==> src/rtl/rf_read_arbiter.sv <==
// Round-robin arbiter sharing one register-file read port across NREQ clients, 2-cycle fixed latency.
// Optional same-cycle write forwarding into the response is enabled by defining RF_ARB_FWD_EN.
module rf_read_arbiter #(
  parameter int NREQ = 4,
  parameter int AW   = 5,
  parameter int DW   = 32,
  parameter int IDW  = 2
) (
  input  logic               clk,
  input  logic               rst_n,
  input  logic [NREQ-1:0]    req_valid,
  input  logic [NREQ*AW-1:0] req_addr,
  output logic [NREQ-1:0]    req_ready,
  output logic [AW-1:0]      rd_sel,
  input  logic [DW-1:0]      rd_data,
  output logic               rsp_valid,
  input  logic               rsp_ready,
  output logic [IDW-1:0]     rsp_id,
  output logic [AW-1:0]      rsp_addr,
  output logic [DW-1:0]      rsp_data,
  input  logic               wr_en,
  input  logic [AW-1:0]      wr_addr,
  input  logic [DW-1:0]      wr_data
);

  // Handshake: a transfer happens on a cycle where valid & ready are both high; a
  // requester keeps valid and address stable until accepted, ready never depends on a drop.
  logic           s1_valid;
  logic [AW-1:0]  sel_q;
  logic [IDW-1:0] id_q;
  logic [IDW-1:0] last_g;
  logic [IDW-1:0] winner;
  logic [IDW:0]   cand;
  logic           found;
  logic           adv1;
  logic           adv2;
  logic           accept;
  logic [DW-1:0]  cap_data;
  logic [AW-1:0]  addr_arr [NREQ];

  assign adv2   = !rsp_valid || rsp_ready;
  assign adv1   = !s1_valid || adv2;
  assign rd_sel = sel_q;
  assign accept = found && adv1 && rst_n;

  always_comb begin
    for (int i = 0; i < NREQ; i++) addr_arr[i] = req_addr[i*AW +: AW];
  end

  // Search starts just after the last winner and wraps, so the last winner has lowest priority.
  always_comb begin
    found  = 1'b0;
    winner = last_g;
    cand   = '0;
    for (int k = 1; k <= NREQ; k++) begin
      cand = {1'b0, last_g} + (IDW+1)'(k);
      if (cand >= (IDW+1)'(NREQ)) cand = cand - (IDW+1)'(NREQ);
      if (!found && req_valid[cand[IDW-1:0]]) begin
        found  = 1'b1;
        winner = cand[IDW-1:0];
      end
    end
  end

  always_comb begin
    req_ready = '0;
    if (accept) req_ready[winner] = 1'b1;
  end

`ifdef RF_ARB_FWD_EN
  assign cap_data = (wr_en && (wr_addr == sel_q)) ? wr_data : rd_data;
`else
  logic unused_wr;
  assign unused_wr = ^{wr_en, wr_addr, wr_data};
  assign cap_data  = rd_data;
`endif

  always_ff @(posedge clk) begin
    if (!rst_n) begin
      s1_valid  <= 1'b0;
      sel_q     <= '0;
      id_q      <= '0;
      last_g    <= IDW'(NREQ-1);
      rsp_valid <= 1'b0;
      rsp_id    <= '0;
      rsp_addr  <= '0;
      rsp_data  <= '0;
    end else begin
      if (adv1) begin
        if (accept) begin
          s1_valid <= 1'b1;
          sel_q    <= addr_arr[winner];
          id_q     <= winner;
          last_g   <= winner;
        end else begin
          s1_valid <= 1'b0;
        end
      end
      // S2 only loads when it can advance, so a held response is never overwritten.
      if (adv2) begin
        if (s1_valid) begin
          rsp_valid <= 1'b1;
          rsp_id    <= id_q;
          rsp_addr  <= sel_q;
          rsp_data  <= cap_data;
        end else begin
          rsp_valid <= 1'b0;
        end
      end
    end
  end

endmodule

==> config.mk <==
export PLATFORM = sky130hd
export DESIGN_NAME = rf_read_arbiter
export DESIGN_NICKNAME = d
export VERILOG_FILES = /design/src/rtl/rf_read_arbiter.sv
export SDC_FILE = /design/constraint.sdc
export NUM_CORES = 1
export LEC_CHECK = 0
export ABC_CLOCK_PERIOD_IN_PS = 1960
export CORE_MARGIN = 4
export CORE_UTILIZATION = 35
export CTS_BUF_LIST = sky130_fd_sc_hd__clkbuf_8
export CTS_CLUSTER_SIZE = 24
export DETAILED_ROUTE_END_ITERATION = 16
export PLACE_DENSITY = 0.9
export SLEW_MARGIN = 20
export SYNTH_ARGS = -nofsm -noshare
export SYNTH_HDL_FRONTEND = slang
export SYNTH_SLANG_ARGS = --single-unit
==> constraint.sdc <==
create_clock -name clk -period 1.96 [get_ports clk]
set_input_delay 0.392 -clock clk [delete_from_list [all_inputs] [get_ports clk]]
set_output_delay 0.392 -clock clk [all_outputs]
set_load 0.02 [all_outputs]
==> summary.md <==
| Metric | Value |
|---|---|
| Die width | 84.0 µm |
| Cts hold-fix bufs | 0 |
| Arrival time at the worst endpoint | 1.58 ns |
| Ys Warns | 0 |
| Hold Violations, Final | 0 |
| Sw Share | 30.3% |
| Post-synth EDFFs | 0 |
| Unique cell type count in the Yosys netlist | 31 |
| Combinational share of power | 33.2% |
| Skew-Pair Late Insertion Delay | 0.30 ns |
| FF-to-FF path depth | 7 |
| Die H | 84.0 µm |
| Pre-CTS WS | -0.786 ns |
| RSZ-0062 raised after global routing | true |
| Area contributors post-synth | dfxtp_1 (50%), nand2_1 (15%), a21oi_1 (10%), a211oi_1 (3.7%), and3_1 (3.4%) |
| Cell with the most instances after synthesis | nand2_1 |
| Worst slew pin tran | 0.347 ns |
| DR iter-0 viols | 62 |
| CTS tree | done |
| Worst Skew | 0.00823 ns |
| Async set-reset flop share out of synthesis | 0% |
| Die ar. | 7060 µm² |
| Synth Cell Area | 2020 µm² |
| Area share of the largest cell type after synthesis | 49.5% |
| Startpoint types | primary input |
| Top cells by instance count after synthesis | nand2_1 (80), dfxtp_1 (50), a21oi_1 (42) |
| Fin util | 62.3% |
| Top FF cell, synth | dfxtp_1 |
| Vias post-DR | 2141 |
| Mapped Nets | 354 |
| Starting density of the core | 36.5% |
| Vias in the first global route | 1952 |
| Slew Viols, Final | 0 |
| Total GRT Usage | 15.9% |
| Hold depth | 2 |
| FMAX | 506 MHz |
| Clk slew on worst S/H paths | 0.08 ns |
| DRC Markers | 0 |
| Slew HR | 76.9% |
| Area leader, netlist | dfxtp_1 |
| Worst Slack Setup Final | -0.0169 ns |
| Fill cell count | 469 |
| Core Area | 5540 µm² |
| H-tree level count | 2 |
| Post-synthesis sequential area ratio | 49.5% |
| WP data required | 1.57 ns |
| WL final | 6.01 mm |
| Port Buf Inserts | 107 |
| Hold WS | 0.454 ns |
| Routability cong. | 0.799 |
| Failing checks | negative setup slack |
| Flop pwr share | 45.4% |
| Crit Path Class | in -> out |
| Largest net degree at the start of global routing | 41 |
| Final setup vio count | 4 |
| First-pass DRT Iterations | 4 |
| Hpwl dp | 4.53 mm |
| Crit-path cells | clkdlybuf4s15_1, or4_4, nand3_4, nor3_2, buf_4 |
| Crit-path max FO | 5 |
| Cell Int Power | 1790 µW |
| Total CTS buffers | 5 |
| Area Overhead vs Synth | 70.7% |
| Final Net Count | 473 |
| CP Capture Type | primary output |
| Max cap viols | 0 |
| Power Density | 745 nW/µm² |
| CP max-delay cell | or4_4 |
| Psw | 779 µW |
| Clock period minus worst slack | 1.98 ns |
| Leakage | 0.00135 µW |
| Vias per inst | 4.78 |
| Root Buffer | clkbuf_8 |
| Period utilization | 101% |
| Global-route wire length before repair | 9.21 mm |
| Power, Total | 2570 µW |
| Syn Inst Count | 257 |
| Hold crit path type | reg -> reg |
| Seq cells post-synth | 50 |
| CP max stage delay | 0.57 ns |
| Share of post-route cells with drive strength above 1 | 14.9% |
| Syn_area_per_cell | 7.87 µm² |
| CTS Buffer Depth | 2 |
| IO Count | 146 |
| Remaining antenna violation count | 0 |
| VDD IR max | 0.333 mV |
| ANT cells | 0 |
| Status | complete, but fails checks |
| TritonCTS sink count | 50 |
| # rows | 27 |
| Wire length per cell | 13.4 µm |
| Part of the power in the clock network | 21.4% |
| Global route total overflow | 0 |
| Initial antenna violation count | 0 |
## metrics by stage
stage / instance area, µm² / setup TNS, ns / cells
2_1_floorplan: 2020 / 0 / 257
3_3_place_gp: 3290 / -4.00 / 440
3_5_place_dp: 3290 / -5.20 / 440
4_1_cts: 3400 / 0 / 446
5_1_grt: 3450 / -0.189 / 448
6_report: 3450 / -0.0365 / 448
## sequential cells by signal, indices dropped and copies added (netlist names)
signal and flops:
id_q 2, last_g 2, rd_sel 5, rsp_addr 5
rsp_data 32, rsp_id 2, rsp_valid 1, s1_valid 1
## worst max-delay path: cells and delay by family
| kind | cells | cell delay, ns |
|---|---|---|
| buffers and inverters | 2 | 0.40 |
| AND/OR/NAND/NOR | 3 | 0.79 |
## per-layer routing
layer  global-route usage [%]  share of wire [%]  up-vias
li1                         -                  -     1108
met1                     15.8                 38      953
met2                     31.0                 54       74
met3                     4.74                6.4        6
met4                     4.97                1.4        0
met5                        0                  0        -
## power groups by stage
| stage | Sequential (µW) | Clock (µW) | Combinational [µW] |
|---|---|---|---|
| 2_1_floorplan | 1280 | 0 | 290 |
| 3_3_place_gp | 1180 | 0 | 788 |
| 3_5_place_dp | 1190 | 0 | 808 |
| 4_1_cts | 1170 | 572 | 827 |
| 5_1_grt | 1180 | 616 | 916 |
| 6_report | 1170 | 549 | 853 |
## worst paths after layout
path / slack (ns) / startpoint / end
worst max-delay path: -0.02 / req_valid[0] / req_ready[3]
worst max register to register: 0.32 / last_g[0] / rd_sel[4]
worst min register to register: 0.45 / rsp_id[1] / rsp_id[1]
worst min-delay path: 0.45 / rsp_id[1] / rsp_id[1]
## cell families (layout without fill, tap and decap cells)
logic type / after synthesis / count (layout) / synth area share (%)
compound gates: 69 / 69 / 20.6
buf+inv: 23 / 142 / 4.89
flops: 50 / 50 / 49.5
simple gates: 115 / 115 / 25.0
## placed cells by master (no fill, tap or decap), drive strengths merged, types with 2 or more instances in the layout
master	count
a211oi	10
a21oi	43
and2	2
and3	11
buf	27
clkbuf	6
clkdlybuf4s15	2
clkdlybuf4s50	98
clkinv	2
dfxtp	50
inv	6
nand2	80
nand2b	2
nand3	6
nor2	5
nor3	5
o21ai	5
o31ai	5
## layout make-up
| cell class | instances | area (µm²) | share of cell area [%] |
|---|---|---|---|
| repair buffers | 129 | 1250 | 36.2 |
| clock inverters | 2 | 10.0 | 0.290 |
| clock buffers | 5 | 68.8 | 1.99 |
| flip-flops and latches | 50 | 1000 | 29.0 |
| well taps | 72 | 90.1 | 2.61 |
| multi-input cells | 184 | 1010 | 29.2 |
| inverters | 6 | 22.5 | 0.653 |
## what timing repair did
item,in CTS,in global routing
pin swaps,7,5
setup endpoints to repair,5,4
setup buffers,0,2
resized for setup,43,13
Power figures use the tool's default switching activity.
